==> src/rtl/fp_accum_seq_pkg.sv <==
// rtl/fp_accum_seq_pkg.sv - shared FSM state encoding and FP constants for fp_accum_seq
//
// Package fp_pkg
//   state_t          : accumulator FSM states
//   FP_ZERO, FP_ONE  : IEEE-754 single-precision constants
//   accepts_operand  : true in the states that take an operand from the stream
package fp_pkg;

    typedef enum logic [2:0] {
        ST_IDLE,
        ST_NEXT,
        ST_LOAD,
        ST_WAIT,
        ST_ACK,
        ST_DONE
    } state_t;

    localparam logic [31:0] FP_ZERO = 32'h0000_0000;
    localparam logic [31:0] FP_ONE  = 32'h3F80_0000;

    function automatic logic accepts_operand(input state_t s);
        return (s == ST_IDLE) || (s == ST_NEXT);
    endfunction

endpackage

==> src/rtl/fp_accum_seq_if.sv <==
// rtl/fp_accum_seq_if.sv - operand stream, FP adder request/response and sum result bundle
//
// Interface fp_accum_seq_if #(CNT_W)
//   operand stream : in_valid, in_data[31:0], in_last, in_ready
//   adder request  : adder_load, adder_num1[31:0], adder_num2[31:0]
//   adder response : adder_result[31:0], adder_result_ready, adder_result_ack
//   sum result     : sum_valid, sum_data[31:0], sum_count[CNT_W-1:0], sum_ack
// Modports
//   master : environment side (drives stream, adder response, sum_ack)
//   slave  : fp_accum_seq side
interface fp_accum_seq_if #(
    parameter int CNT_W = 8
);

    logic             in_valid;
    logic [31:0]      in_data;
    logic             in_last;
    logic             in_ready;

    logic             adder_load;
    logic [31:0]      adder_num1;
    logic [31:0]      adder_num2;
    logic [31:0]      adder_result;
    logic             adder_result_ready;
    logic             adder_result_ack;

    logic             sum_valid;
    logic [31:0]      sum_data;
    logic [CNT_W-1:0] sum_count;
    logic             sum_ack;

    modport master (
        output in_valid, in_data, in_last,
        input  in_ready,
        input  adder_load, adder_num1, adder_num2,
        output adder_result, adder_result_ready,
        input  adder_result_ack,
        input  sum_valid, sum_data, sum_count,
        output sum_ack
    );

    modport slave (
        input  in_valid, in_data, in_last,
        output in_ready,
        output adder_load, adder_num1, adder_num2,
        input  adder_result, adder_result_ready,
        output adder_result_ack,
        output sum_valid, sum_data, sum_count,
        input  sum_ack
    );

endinterface

==> src/rtl/fp_accum_seq.sv <==
// rtl/fp_accum_seq.sv - sequential FP accumulator driving an external FP adder
//
// Module fp_accum_seq #(CNT_W = 8)
//   clk   : sole clock, rising edge
//   reset : synchronous, active-high
//   bus   : fp_accum_seq_if.slave (operand stream in, adder request/response, sum out)
// Operands are passed to the adder bit-exact; all arithmetic happens in the adder.
// One adder transaction at most is in flight. All outputs are registered and are
// decoded from the next state so they line up with the state they belong to.
module fp_accum_seq
    import fp_pkg::*;
#(
    parameter int CNT_W = 8
) (
    input  logic          clk,
    input  logic          reset,
    fp_accum_seq_if.slave bus
);

    localparam logic [CNT_W-1:0] CNT_MAX = '1;
    localparam logic [CNT_W-1:0] CNT_ONE = CNT_W'(1);

    state_t           state, state_n;
    logic [31:0]      acc, acc_n;
    logic [CNT_W-1:0] count, count_n;
    logic             last_q, last_n;
    logic [31:0]      num1_q, num1_n;
    logic [31:0]      num2_q, num2_n;

    logic             in_ready_q;
    logic             adder_load_q;
    logic             adder_ack_q;
    logic             sum_valid_q;
    logic [31:0]      sum_data_q;
    logic [CNT_W-1:0] sum_count_q;

    logic             accept;

    assign accept = bus.in_valid && in_ready_q;

    always_comb begin
        state_n = state;
        acc_n   = acc;
        count_n = count;
        last_n  = last_q;
        num1_n  = num1_q;
        num2_n  = num2_q;

        case (state)
            ST_IDLE: begin
                if (accept) begin
                    acc_n   = bus.in_data;
                    count_n = CNT_ONE;
                    state_n = bus.in_last ? ST_DONE : ST_NEXT;
                end
            end
            ST_NEXT: begin
                if (accept) begin
                    num1_n  = acc;
                    num2_n  = bus.in_data;
                    last_n  = bus.in_last;
                    count_n = (count == CNT_MAX) ? count : count + 1'b1;
                    state_n = ST_LOAD;
                end
            end
            ST_LOAD: state_n = ST_WAIT;
            ST_WAIT: begin
                if (bus.adder_result_ready) begin
                    acc_n   = bus.adder_result;
                    state_n = ST_ACK;
                end
            end
            ST_ACK:  state_n = last_q ? ST_DONE : ST_NEXT;
            ST_DONE: begin
                if (bus.sum_ack) begin
                    state_n = ST_IDLE;
                end
            end
            default: state_n = ST_IDLE;
        endcase
    end

    always_ff @(posedge clk) begin
        if (reset) begin
            state        <= ST_IDLE;
            acc          <= FP_ZERO;
            count        <= '0;
            last_q       <= 1'b0;
            num1_q       <= FP_ZERO;
            num2_q       <= FP_ZERO;
            in_ready_q   <= 1'b0;
            adder_load_q <= 1'b0;
            adder_ack_q  <= 1'b0;
            sum_valid_q  <= 1'b0;
            sum_data_q   <= FP_ZERO;
            sum_count_q  <= '0;
        end else begin
            state        <= state_n;
            acc          <= acc_n;
            count        <= count_n;
            last_q       <= last_n;
            num1_q       <= num1_n;
            num2_q       <= num2_n;
            in_ready_q   <= accepts_operand(state_n);
            adder_load_q <= (state_n == ST_LOAD);
            adder_ack_q  <= (state_n == ST_ACK);
            sum_valid_q  <= (state_n == ST_DONE);
            // The result is captured on entry to DONE and held until the next one.
            if (state_n == ST_DONE) begin
                sum_data_q  <= acc_n;
                sum_count_q <= count_n;
            end
        end
    end

    assign bus.in_ready         = in_ready_q;
    assign bus.adder_load       = adder_load_q;
    assign bus.adder_num1       = num1_q;
    assign bus.adder_num2       = num2_q;
    assign bus.adder_result_ack = adder_ack_q;
    assign bus.sum_valid        = sum_valid_q;
    assign bus.sum_data         = sum_data_q;
    assign bus.sum_count        = sum_count_q;

endmodule
==> src/flat_wrapper.sv <==
// flat-port wrapper written by rule: the top's interface ports become plain ports
module fp_accum_seq_flat import fp_pkg::*;
#(
    parameter int CNT_W = 8
)
  (clk, reset, bus_in_valid, bus_in_data, bus_in_last, bus_in_ready, bus_adder_load, bus_adder_num1, bus_adder_num2, bus_adder_result, bus_adder_result_ready, bus_adder_result_ack, bus_sum_valid, bus_sum_data, bus_sum_count, bus_sum_ack);
  fp_accum_seq_if #(.CNT_W(CNT_W)) bus_i ();
  input  logic clk;
  input  logic reset;
  input wire logic [$bits(bus_i.in_valid)-1:0] bus_in_valid;
  input wire logic [$bits(bus_i.in_data)-1:0] bus_in_data;
  input wire logic [$bits(bus_i.in_last)-1:0] bus_in_last;
  output wire logic [$bits(bus_i.in_ready)-1:0] bus_in_ready;
  output wire logic [$bits(bus_i.adder_load)-1:0] bus_adder_load;
  output wire logic [$bits(bus_i.adder_num1)-1:0] bus_adder_num1;
  output wire logic [$bits(bus_i.adder_num2)-1:0] bus_adder_num2;
  input wire logic [$bits(bus_i.adder_result)-1:0] bus_adder_result;
  input wire logic [$bits(bus_i.adder_result_ready)-1:0] bus_adder_result_ready;
  output wire logic [$bits(bus_i.adder_result_ack)-1:0] bus_adder_result_ack;
  output wire logic [$bits(bus_i.sum_valid)-1:0] bus_sum_valid;
  output wire logic [$bits(bus_i.sum_data)-1:0] bus_sum_data;
  output wire logic [$bits(bus_i.sum_count)-1:0] bus_sum_count;
  input wire logic [$bits(bus_i.sum_ack)-1:0] bus_sum_ack;
  assign bus_i.in_valid = bus_in_valid;
  assign bus_i.in_data = bus_in_data;
  assign bus_i.in_last = bus_in_last;
  assign bus_in_ready = bus_i.in_ready;
  assign bus_adder_load = bus_i.adder_load;
  assign bus_adder_num1 = bus_i.adder_num1;
  assign bus_adder_num2 = bus_i.adder_num2;
  assign bus_i.adder_result = bus_adder_result;
  assign bus_i.adder_result_ready = bus_adder_result_ready;
  assign bus_adder_result_ack = bus_i.adder_result_ack;
  assign bus_sum_valid = bus_i.sum_valid;
  assign bus_sum_data = bus_i.sum_data;
  assign bus_sum_count = bus_i.sum_count;
  assign bus_i.sum_ack = bus_sum_ack;
  fp_accum_seq #(.CNT_W(CNT_W)) u_core (.clk(clk), .reset(reset), .bus(bus_i));
endmodule
==> config.mk <==
export PLATFORM = sky130hd
export DESIGN_NAME = fp_accum_seq_flat
export DESIGN_NICKNAME = d
export VERILOG_FILES = /design/src/rtl/fp_accum_seq_pkg.sv /design/src/rtl/fp_accum_seq_if.sv /design/src/rtl/fp_accum_seq.sv /design/src/flat_wrapper.sv
export SDC_FILE = /design/constraint.sdc
export NUM_CORES = 1
export LEC_CHECK = 0
export BUFFER_PORTS_ARGS = -buffer_cell sky130_fd_sc_hd__clkbuf_2
export CAP_MARGIN = 20
export CORE_MARGIN = 3
export CORE_UTILIZATION = 44
export DETAILED_ROUTE_END_ITERATION = 16
export PLACE_DENSITY = 0.73
export SYNTH_ARGS = -nofsm -noshare
export SYNTH_HDL_FRONTEND = slang
export SYNTH_SLANG_ARGS = --single-unit
export TNS_END_PERCENT = 20
==> constraint.sdc <==
create_clock -name clk -period 5 [get_ports clk]
set_clock_uncertainty 0.2 [all_clocks]
set_input_delay 0.5 -clock clk [delete_from_list [all_inputs] [get_ports clk]]
set_output_delay 0.5 -clock clk [all_outputs]
set_load 0.1 [all_outputs]
==> flow_metrics.py <==
metrics = {
    "outcome": {
        "status": "completed",
    },
    "yosys": {
        "yosysWarnings": 0,
        "synth_fp_nets": 697,
        "synth_cells": 626,
        "netlist_top_cells_count": "dfxtp_1 (152), nand2_1 (139), a21oi_1 (71), nor2_1 (42), nor3b_1 (35)",
        "ys_seq_area_share_pct": 53.72,
        "synth-edff-count": 0,
        "ys_ff_latch": 152,
        "ys_async_sr_fraction_pct": 0,
        "syn_area_sq_um": 5664,
        "synth_area_leaders": "dfxtp_1 (54%), nand2_1 (9.2%), a21oi_1 (6.3%)",
        "yosysMostFrequentCell": "dfxtp_1",
        "synth_top_cell_area_share_pct": 53.72,
        "yosysTopAreaCell": "dfxtp_1",
        "syn-mean-instance-area_sq_um": 9.048,
        "synth.distinct_cells": 45,
        "synth_ff_type": "dfxtp_1",
    },
    "timing": {
        "rsz0062_at_grt": "false",
        "fmax_mhz": 363.2,
        "fin_setup_tns_ns": 0,
        "post-route-period-util_pct": 55.07,
        "setup_viol": 0,
        "period_minus_slack_ns": 2.754,
        "final_hold_viol_count": 0,
        "whs_ns": 0.1207,
        "max_slew_margin_pct": 46.24,
        "worst_slew_pin_slew_ns": 0.8065,
        "final_max_slew_viol_count": 0,
        "fin_ws_ns": 2.247,
    },
    "min_path": {
        "min-delay-start": "bus_in_data[3]",
        "hold_class": "in2reg",
    },
    "cells_and_area": {
        "fillers": 1102,
        "area_delta_synth_final_pct": 26.84,
        "layout.nets": 848,
        "post-route-util_pct": 58.35,
        "final_layout_size_suffix_gt1_share_pct": 28.35,
        "diodes": 0,
    },
    "grt": {
        "overflow": 0,
        "grt_max_degree": 80,
        "first_global_vias": 4962,
        "grtUsageTotal_pct": 20.89,
        "grt_pass1_wl_mm": 24.12,
        "antenna_found_initial": 0,
    },
    "setup_path": {
        "crit_cells": 7,
        "slowest_delay_ns": 0.62,
        "cp_cell_sequence": "nor4bb_1 > buf_4 > and2_1 > buf_4 > a211oi_1 > a31oi_1 > a211oi_1",
        "critPathBufInv": 2,
        "crit_path_end_kind": "register",
        "slowest_stage": "and2_1",
        "ff2ff_path_depth": 7,
        "r2r_start": "u_core.state[1]$_SDFF_PP0_",
        "startpoint": "u_core.state[1]$_SDFF_PP0_",
        "path_class": "reg2reg",
        "worst-path-max-fanout": 19,
        "start_kind": "register",
        "cp_data_arrival_time_ns": 2.81,
        "crit_end": "u_core.bus.sum_count[5]$_SDFFE_PP0N_",
        "r2r-end": "u_core.bus.sum_count[5]$_SDFFE_PP0N_",
        "ff2ff_setup_slack_ns": 2.25,
        "crit_family": "simple AND/OR/NAND/NOR gates",
        "crit_required_ns": 5.06,
    },
    "pwr": {
        "netSwitchingFraction_pct": 25.50,
        "p_sw_uw": 717.5,
        "p_per_area_nw_per_um2": 391.7,
        "p_clk_share_pct": 44.8,
        "p_total_uw": 2814,
        "p_leak_uw": 0.003202,
        "sequentialPowerShare_pct": 45.0,
        "peakVddDrop_uv": 236.7,
        "power_frac_comb_pct": 10.2,
        "internal_power_uw": 2097,
    },
    "detailed_routing": {
        "ant_nets": 0,
        "wirelength_mm": 14.99,
        "dr.pass1.iters": 9,
        "drc": 0,
        "routedWlPerCell_um": 15.64,
        "num_vias": 5107,
        "drtIter0Drc": 657,
        "vias_per_cell": 5.331,
    },
    "placement": {
        "gp_congestion": 0.9046,
        "io_buffer_count": 177,
        "dp.final_hpwl_mm": 10.12,
        "post-place-ws_ns": 2.130,
    },
    "die": {
        "io_pins": 178,
        "initial_core_util_pct": 46.01,
        "rows": 40,
        "coreArea_sq_um": 12310,
        "dieArea_sq_um": 14270,
        "die_h_um": 119.5,
        "fp.dieW_um": 119.5,
    },
    "clock_network": {
        "numCtsBuffers": 17,
        "cts_sinks": 152,
        "clk_latency_ns": 0.42,
        "path_clk_slew_ns": 0.06,
        "htreeDepth": 4,
        "cts_tree": "built",
        "clk_path_buf_depth": 2,
        "postCtsHoldBufs": 0,
        "cts-root-buf": "clkbuf_16",
        "post-cts-setup-buffer-count": 0,
        "post_cts_resized": 0,
    },
    "job": {
        "cap_violations": 0,
    },
}
[cell usage in the layout (no fill, tap or decap), types with 2 or more instances in the layout]
| master | n |
|---|---|
| buf_4 | 9 |
| o21ai_0 | 2 |
| o21ai_1 | 5 |
| a211oi_1 | 5 |
| and2_1 | 3 |
| nand2_1 | 138 |
| nand3_1 | 4 |
| and3_1 | 3 |
| mux2i_1 | 2 |
| clkbuf_2 | 176 |
| a31oi_1 | 2 |
| o311ai_0 | 2 |
| and3b_1 | 3 |
| clkbuf_16 | 17 |
| nand2b_1 | 7 |
| clkinvlp_4 | 4 |
| dfxtp_1 | 152 |
| nor3b_1 | 35 |
| inv_1 | 4 |
| clkinv_4 | 2 |
| clkbuf_8 | 3 |
| bufinv_16 | 2 |
| a21o_1 | 33 |
| a222oi_1 | 32 |
| clkinv_2 | 3 |
| nor3_1 | 4 |
| nor4bb_1 | 2 |
| a21oi_1 | 71 |
| nor2_1 | 41 |
| o22ai_1 | 2 |
[worst register-to-register path: cells and delay by family (launching register included)]
kind,cells,cell delay (ns)
flops,1,0.43
buf+inv,2,0.60
compound gates,3,0.39
simple gates,2,0.98
[layer usage]
metal	vias up	GRT usage, %	part of all wire, %
li1	2508	-	-
met1	2394	25.91	42
met2	184	33.97	48
met3	21	6.743	8.3
met4	0	7.802	1.7
met5	-	0	0
[area by class of cell]
class	count	area, sq um	area share (%)
clock inverters	11	122.6	1.707
inverters	4	15.01	0.2090
multi-input cells	416	2355	32.78
well taps	168	210.2	2.926
repair buffers	186	968.4	13.48
flip-flops and latches	152	3043	42.35
clock buffers	21	470.5	6.548
[stage by stage]
step / cells / area (sq um)
after floorplan: 626 / 5664
after global placement: 926 / 6591
after detailed placement: 926 / 6591
after CTS: 958 / 7184
after global routing: 958 / 7184
final: 958 / 7184
[power by group through the flow]
stage | combinational, uW | clock [uW] | sequential [uW]
3_3_place_gp | 280 | 0 | 1290
2_1_floorplan | 132 | 0 | 1370
3_5_place_dp | 286 | 0 | 1290
6_report | 287 | 1260 | 1270
4_1_cts | 287 | 1290 | 1270
5_1_grt | 308 | 1340 | 1270
[how the worst min path moves through the flow]
| stage | cells after the start | slack (ns) | to |
|---|---|---|---|
| 6_report | 3 | 0.12 | u_core.bus.adder_num2[3]$_SDFFE_PP0P_ |
| 5_1_grt | 3 | 0.11 | u_core.bus.adder_num2[3]$_SDFFE_PP0P_ |
| 4_1_cts | 3 | 0.1 | u_core.bus.adder_num2[25]$_SDFFE_PP0P_ |
| 3_5_place_dp | 2 | 0.25 | u_core.bus.adder_num1[21]$_SDFFE_PP0P_ |
| 3_3_place_gp | 2 | 0.23 | u_core.bus.adder_num1[4]$_SDFFE_PP0P_ |
| 2_1_floorplan | 2 | 0.23 | u_core.bus.adder_num1[28]$_SDFFE_PP0P_ |
[flip-flops by register name (all words and copies together) (netlist names), 3 cells and up]
name / flops
u_core.acc: 32
u_core.count: 8
u_core.state: 3
u_core.bus.adder_num2: 32
u_core.bus.adder_num1: 32
u_core.bus.sum_data: 32
u_core.bus.sum_count: 8
[logic make-up after synthesis]
logic type	count (synthesis)	share of synthesized area, %
compound gates	162	19.79
simple gates	250	20.81
xor+xnor	1	0.1547
buf+inv	58	4.948
flops	152	53.72
mux	2	0.3534
fa+ha+maj	1	0.2209
Power figures use the tool's default switching activity.
